File: src/rtl/fetch_unit.sv
// Instruction-fetch front end: issues sequential PCs to ICache and queues {pc, instr, misalign}
// entries for decode. Redirects flush the queue and discard any in-flight response.
package fetch_unit_pkg;
    typedef struct packed {
        logic        valid;
        logic [63:0] addr;
    } ibus_req_t;

    typedef struct packed {
        logic        addr_ok;
        logic        data_ok;
        logic [31:0] data;
    } ibus_resp_t;
endpackage

module fetch_unit
    import fetch_unit_pkg::*;
#(
    parameter logic [63:0] RESET_PC = 64'h8000_0000,
    parameter int unsigned QDEPTH   = 4
) (
    input  logic        clk,
    input  logic        reset,
    output ibus_req_t   ireq,
    input  ibus_resp_t  iresp,
    input  logic        redirect_valid,
    input  logic [63:0] redirect_pc,
    output logic        out_valid,
    input  logic        out_ready,
    output logic [63:0] out_pc,
    output logic [31:0] out_instr,
    output logic        out_misalign
);
    localparam int unsigned PW = $clog2(QDEPTH);
    localparam int unsigned CW = PW + 1;
    localparam logic [CW-1:0] QD = CW'(QDEPTH);

    typedef enum logic {FETCH, WAIT} state_t;

    state_t        state, state_n;
    logic          req_valid, req_valid_n;
    logic [63:0]   req_addr, req_addr_n;
    logic [63:0]   pc, pc_n;
    logic          kill, kill_n;
    logic          halted, halted_n;

    logic [63:0]   q_pc    [QDEPTH];
    logic [31:0]   q_instr [QDEPTH];
    logic          q_mis   [QDEPTH];
    logic [PW-1:0] rd_ptr, wr_ptr;
    logic [CW-1:0] count, cnt_pop, cnt_n;

    logic          outstanding, head_valid, pop;
    logic          push, push_mis, try_issue;
    logic [63:0]   push_pc, cand;
    logic [31:0]   push_instr;
    logic          unused_addr_ok;

    // addr_ok carries no information for a single-outstanding requester
    assign unused_addr_ok = iresp.addr_ok;

    always_comb begin
        ireq.valid = req_valid;
        ireq.addr  = req_addr;
    end

    assign outstanding  = req_valid && (state == FETCH);
    assign head_valid   = (count != '0);
    assign out_valid    = head_valid && !redirect_valid;
    assign out_pc       = head_valid ? q_pc[rd_ptr]    : '0;
    assign out_instr    = head_valid ? q_instr[rd_ptr] : '0;
    assign out_misalign = head_valid ? q_mis[rd_ptr]   : 1'b0;
    assign pop          = out_valid && out_ready;

    always_comb begin
        cnt_pop     = count - CW'(pop);
        pc_n        = pc;
        req_valid_n = req_valid;
        req_addr_n  = req_addr;
        kill_n      = kill;
        halted_n    = halted;
        push        = 1'b0;
        push_pc     = req_addr;
        push_instr  = iresp.data;
        push_mis    = 1'b0;
        cand        = pc;
        try_issue   = 1'b0;

        if (redirect_valid) begin
            pc_n     = redirect_pc;
            halted_n = 1'b0;
            if (outstanding && !iresp.data_ok) begin
                kill_n = 1'b1;
            end else begin
                kill_n    = 1'b0;
                cand      = redirect_pc;
                try_issue = 1'b1;
            end
        end else if (outstanding && iresp.data_ok) begin
            if (kill) begin
                kill_n = 1'b0;
            end else begin
                push = 1'b1;
                pc_n = req_addr + 64'd4;
                cand = req_addr + 64'd4;
            end
            try_issue = 1'b1;
        end else if (!outstanding && !halted) begin
            if (pc[1:0] == 2'b00) begin
                try_issue = 1'b1;
            end else if (cnt_pop < QD) begin
                // Misaligned target: report it as a queue entry instead of a bus request
                push       = 1'b1;
                push_pc    = pc;
                push_instr = '0;
                push_mis   = 1'b1;
                halted_n   = 1'b1;
            end
        end

        cnt_n = redirect_valid ? '0 : cnt_pop + CW'(push);

        if (try_issue) begin
            req_valid_n = !halted_n && (cnt_n < QD) && (cand[1:0] == 2'b00);
            req_addr_n  = cand;
        end

        state_n = req_valid_n ? FETCH : WAIT;
    end

    always_ff @(posedge clk) begin
        if (reset) begin
            state     <= FETCH;
            req_valid <= 1'b0;
            req_addr  <= RESET_PC;
            pc        <= RESET_PC;
            kill      <= 1'b0;
            halted    <= 1'b0;
            count     <= '0;
            rd_ptr    <= '0;
            wr_ptr    <= '0;
        end else begin
            state     <= state_n;
            req_valid <= req_valid_n;
            req_addr  <= req_addr_n;
            pc        <= pc_n;
            kill      <= kill_n;
            halted    <= halted_n;
            count     <= cnt_n;
            if (redirect_valid) begin
                rd_ptr <= '0;
                wr_ptr <= '0;
            end else begin
                if (pop)  rd_ptr <= rd_ptr + PW'(1);
                if (push) wr_ptr <= wr_ptr + PW'(1);
            end
        end
    end

    always_ff @(posedge clk) begin
        if (push && !redirect_valid && !reset) begin
            q_pc[wr_ptr]    <= push_pc;
            q_instr[wr_ptr] <= push_instr;
            q_mis[wr_ptr]   <= push_mis;
        end
    end
endmodule

File: config.mk
export PLATFORM = sky130hd
export DESIGN_NAME = fetch_unit
export DESIGN_NICKNAME = d
export VERILOG_FILES = /design/src/rtl/fetch_unit.sv
export SDC_FILE = /design/constraint.sdc
export NUM_CORES = 1
export LEC_CHECK = 0
export CELL_PAD_IN_SITES_DETAIL_PLACEMENT = 1
export CELL_PAD_IN_SITES_GLOBAL_PLACEMENT = 1
export CORE_MARGIN = 8
export CORE_UTILIZATION = 50
export DETAILED_ROUTE_END_ITERATION = 16
export GPL_TIMING_DRIVEN = 0
export PLACE_DENSITY = 0.93
export SETUP_SLACK_MARGIN = 0.5
export SYNTH_ARGS = -nofsm -noshare
export SYNTH_HDL_FRONTEND = slang
export SYNTH_SLANG_ARGS = --single-unit
File: constraint.sdc
create_clock -name clk -period 12.09 [get_ports clk]
set_input_delay 1.8135 -clock clk [delete_from_list [all_inputs] [get_ports clk]]
set_output_delay 1.8135 -clock clk [all_outputs]
set_load 0.05 [all_outputs]
After elaboration in Yosys (flattened, before gate mapping)
Memories as Yosys holds them, arrays and structs flattened. A register that Yosys moved wholly into a read port is not among the register bits.
Cells that the tools add are included.
Widths: inputs -> output; s select.
- register bits: 139
- bits in writable memories: 388
- bits of input ports: 102
- output and inout port bits: 163
- word-level logic and storage cells: 91
- memories kept: 3
- add/sub/neg operators: 5
- magnitude comparators: 2
- mux-type cells: 50
- bitwise operators: 1
- reduce and logical (&&, ||, !) cells: 21
- memory list (name ; words ; width ; read ports ; clocked after memory_dff ; write ports ; line ; text):
    q_pc ; 4 ; 64 ; 1 ; 1 ; 1 ; 47 ; logic [63:0] q_pc [QDEPTH];
    q_instr ; 4 ; 32 ; 1 ; 1 ; 1 ; 48 ; logic [31:0] q_instr [QDEPTH];
    q_mis ; 4 ; 1 ; 1 ; 1 ; 1 ; 49 ; logic q_mis [QDEPTH];
- operators by type and width (operator ; count):
    $mux 64 ; 11
    $mux 32 ; 6
    $add 64x3->64 const B ; 1
    $mux 1 ; 26
    $mux 2 ; 6
    $logic_and 1x1->1 ; 10
    $logic_not 1->1 ; 6
    $lt 3x3->1 const B ; 2
    $add 2x1->2 const B ; 2
    $logic_not 2->1 ; 2
    $add 3x1->3 ; 1
    $mux 3 ; 1
    $reduce_bool 3->1 ; 1
    $sub 3x1->3 ; 1
    $reduce_bool 2->1 ; 1
    $reduce_or 2->1 ; 1
    $not 1->1 ; 1

Depth between registers and ports, before layout
- depth after elaboration: 17
- gate-level depth with buffers: 17
- mapped depth without buffers: 16

Worst setup path before layout
No wires, ideal clock.
- path kind: input port to flip-flop
- from: input port redirect_valid
- to: memory q_instr[0][0] (enable)
- setup time: 0.467 ns
- arrival: 6.930 ns
- required time: 11.623 ns
- setup slack: 4.693 ns
- stages on the path: 12
- buffers on the path: 2
- path through: clkbuf_1 clkbuf_1 nor2_1 and2_1 ha_1 ha_1 xor2_1 nor3_1 nor3b_1 nor2_1 nor2_1 and2_1
- cells in the longest elaborated chain, start to end: 14
- ends and longest elaborated chain (element ; line ; text):
    from (decl) ; 26 ; input logic redirect_valid,
    $logic_not 1->1 ; 69 ; assign out_valid = head_valid && !redirect_valid;
    $logic_and 1x1->1 ; 69 ;
    net out_valid ; 28 ; output logic out_valid,
    $logic_and 1x1->1 ; 73 ; assign pop = out_valid && out_ready;
    $sub 3x1->3 ; 76 ; cnt_pop = count - CW'(pop);
    $lt 3x3->1 ; 111 ; end else if (cnt_pop < QD) begin
    $mux 1 ; 111 ;
    $mux 1 ; 109 ; if (pc[1:0] == 2'b00) begin
    $mux 1 ; 108 ; end else if (!outstanding && !halted) begin
    $mux 1 ; 99 ; end else if (outstanding && iresp.data_ok) begin
    $mux 1 ; 89 ; if (redirect_valid) begin
    $logic_and 1x1->1 (2 in a row) ; 161 ; if (push && !redirect_valid && !reset) begin
    $mux 1 ; 161 ;
    $mux 1 (not written as such) ; 163 ; q_instr[wr_ptr] <= push_instr;
    to (decl) ; 48 ;
The timed path passes the listed nets, and every way through them passes these cells.

Worst setup path in the final report
- from: input port redirect_valid
- to: memory q_pc[0][58] (data pin)
- cells in the longest elaborated chain, start to end: 10
- ends and longest elaborated chain (element ; line ; text):
    $logic_not 1->1 ; 69 ;
    $logic_and 1x1->1 ; 69 ;
    $logic_and 1x1->1 ; 73 ;
    $sub 3x1->3 ; 76 ;
    $lt 3x3->1 ; 111 ;
    $mux 64 ; 111 ;
    $mux 64 ; 109 ;
    $mux 64 ; 108 ;
    $mux 64 ; 99 ;
    $mux 64 * ; 89 ;
    net push_pc[58] ; 55 ; logic [63:0] push_pc, cand;
    to (decl) ; 47 ;
The timed path passes the listed nets; every way through them passes the cells marked *.

==> summary.txt <==
Timing
  – Final Setup Violations: 0
  – RSZ-0062 raised after global routing: false
  – Final setup skew: 0.0227 ns
  – Worst-margin pin slew: 1.21 ns
  – Period utilization: 55.4%
  – Final hold vios: 0
  – Hold_ws: 0.500 ns
  – Max Slew Vio Count: 0
  – Minimum clock period: 6.70 ns
  – F_max: 149 MHz
  – Max-slew headroom at the worst pin: 19.2%
  – Setup TNS: 0 ns

Layout
  – P&R area growth vs syn: 22.9%
  – Nets: 2176
  – Core Util, Final: 61.8%
  – Finished Cell Area: 28600 um^2
  – Layout cells sized above 1: 13.1%

Routing
  – Mean number of vias per cell: 6.42
  – DRC viols: 0
  – Avg WL per Cell: 30.3 um
  – Drt first pass iters: 5
  – Drt initial violations: 1985
  – WL final: 82400 um
  – Via count: 17500
  – ANT nets after route: 0

Clock network
  – Cts repair resizes: 0
  – TritonCTS Sinks: 529
  – Post-CTS Setup Bufs: 0
  – Worst-skew pair later-pin latency: 0.62 ns
  – Post-CTS Hold Fix Bufs: 0
  – Worst-path clk slew: 0.06 ns
  – CTS tree: built
  – Inserted Clock Buffers: 54
  – Worst-case clock buffer depth: 3
  – CTS Root Buffer Type: clkbuf_16
  – Clock H-tree levels: 2

Yosys
  – Async S/R FF share, synth: 0%
  – Ys flop type: edfxtp_1
  – Warnings from Yosys: 0
  – Synth Register Bits: 529
  – Synth top cells by count: 388 x edfxtp_1, 141 x dfxtp_1, 138 x nor2b_1
  – Area contributors post-synth: edfxtp_1 50%, dfxtp_1 12%, mux4_2 9.4%
  – Yosys top cell by area: edfxtp_1
  – Most frequent cell after synthesis: edfxtp_1
  – Syn_area_per_cell: 13.4 um^2
  – Synth cell types: 71
  – Mapped Area: 23300 um^2
  – EDFF count, synth: 388
  – Synthesized instance count: 1738
  – Sequential element share of the synthesized area: 62.2%
  – Post-synth top area share: 50.1%
  – Syn_nets: 1849

Worst setup path
  – Crit path capture type: flop
  – Crit path launch: redirect_valid
  – Worst reg2reg endpoint: q_pc[0][58]
  – R2R setup slack: 6.47 ns
  – FF-to-FF path depth: 11
  – WP data arrival: 6.92 ns
  – Max FO, Critical Path: 13
  – Crit path to: q_pc[0][58]
  – Setup CP Type: input port to flop
  – Worst EP required: 12.31 ns
  – Startpoint Class: input port
  – Worst R2R Start: count[1]

Global routing
  – First-pass GRT wire length: 121000 um
  – Vias in the first global route: 18600
  – Pin count of the biggest net entering global routing: 36
  – Total GRT Usage: 30.1%
  – Initial antenna violation count: 3
  – Remaining Overflow, GRT: 0

Floorplan
  – Core Rows: 79
  – Starting Density: 50.3%
  – Die Wd: 232 um
  – Die area: 53700 um^2
  – Core box area: 46300 um^2
  – Height of the die: 232 um
  – Ports: 265

Power
  – P_leak: 9.26 nW
  – PwrDens: 151 nW/um^2
  – Clock share of power: 38.4%
  – Sw Share: 27.0%
  – Internal power: 3.16 mW
  – Combinational share of power: 13.6%
  – Maximum vdd drop: 0.134 mV
  – Sw Pwr: 1.17 mW
  – Sequential share of power: 48.0%

Hold path
  – Hold Path Depth: 2
  – Worst Min Path Start: req_addr[1]
  – Hold WC Path Type: flop to flop

Placement
  – Post-place instance area: 26800 um^2
  – Detailed Place HPWL: 57500 um
  – PortBufs: 262
  – Routability cong.: 0.954

Flow run
  – Max_cap viols: 0

Status
  – Outcome: complete, no violations
[cells in the final DEF (no fill, tap or decap), types with 11 or more instances in the layout]
cell type / count
edfxtp_1: 388
clkdlybuf4s50_1: 262
dfxtp_1: 141
nor2b_1: 138
nor2_1: 133
clkbuf_1: 123
mux4_2: 97
nand2_1: 93
a21oi_1: 86
mux2_2: 57
clkbuf_16: 55
nor3_1: 42
o21ai_0: 39
a211oi_1: 37
nand3_1: 34
xor2_1: 25
nand4_1: 21
xnor2_1: 21
inv_1: 20
buf_1: 20
nor4_1: 16
nor3b_1: 15
and3_1: 11
clkinv_2: 11
[power groups by stage]
stage | Clock [mW] | Combinational (mW) | Sequential, mW
after CTS | 1.68 | 0.579 | 2.07
after global placement | 0 | 0.543 | 2.11
after floorplan | 0 | 0.267 | 2.17
final | 1.66 | 0.586 | 2.08
after global routing | 1.74 | 0.609 | 2.08
after detailed placement | 0 | 0.572 | 2.11
[kinds of logic after synthesis]
logic type,synth area share (%)
buffers and inverters,2.50
adders and majority gates,0.484
AOI/OAI and AO/OA,7.50
and+or+nand+nor,13.0
DFF,62.2
xor gates and xnor gates,1.73
muxes,12.6
[state kept, by name, indices dropped and copies added, names as in the netlist, named ones only]
| register | flops |
|---|---|
| count | 3 |
| halted | 1 |
| kill | 1 |
| pc | 64 |
| q_instr | 128 |
| q_mis | 4 |
| q_pc | 256 |
| rd_ptr | 2 |
| req_addr | 64 |
| state | 1 |
| wr_ptr | 2 |
[area by class of cell]
type	count	area (um^2)
antenna	1	2.50
buffer	132	507
clock buffer	79	1530
clock inverter	23	221
fill	4485	17700
inverter	20	75.1
multi-input combinational	1057	8230
sequential	529	14500
tap	607	759
timing repair buffer	271	2790
[metrics by stage]
step / setup WS [ns] / total power [mW] / std cells
final: 5.39 / 4.32 / 2719
after global routing: 5.39 / 4.43 / 2718
after CTS: 5.61 / 4.33 / 2718
after detailed placement: 5.00 / 2.68 / 2616
after global placement: 1.76 / 2.65 / 2607
after floorplan: 4.69 / 2.43 / 1738
[worst min-delay path by stage]
| stage | end | slack [ns] |
|---|---|---|
| global placement | wr_ptr[1] | 0.48 |
| floorplan | pc[43] | 0.46 |
| finish | req_addr[1] | 0.50 |
| CTS | req_addr[1] | 0.50 |
| detailed placement | req_addr[1] | 0.49 |
| global route | req_addr[1] | 0.53 |
[critical path, stage by stage]
cell	delay, ns
clkbuf_1	0.40
clkbuf_1	0.45
nor2_1	0.18
and2_1	0.27
ha_1	0.20
ha_1	0.20
xor2_1	0.19
nor3_1	0.30
nor3b_2	0.85
clkbuf_1	0.74
clkbuf_1	0.78
o21ai_0	0.53
[routing by layer]
layer | share of wire, % | GRT usage (%)
met1 | 37 | 37.7
met2 | 48 | 49.5
met3 | 9.6 | 6.57
met4 | 5.3 | 14.5
met5 | 0.028 | 0
(Power assumes the default switching activity.)
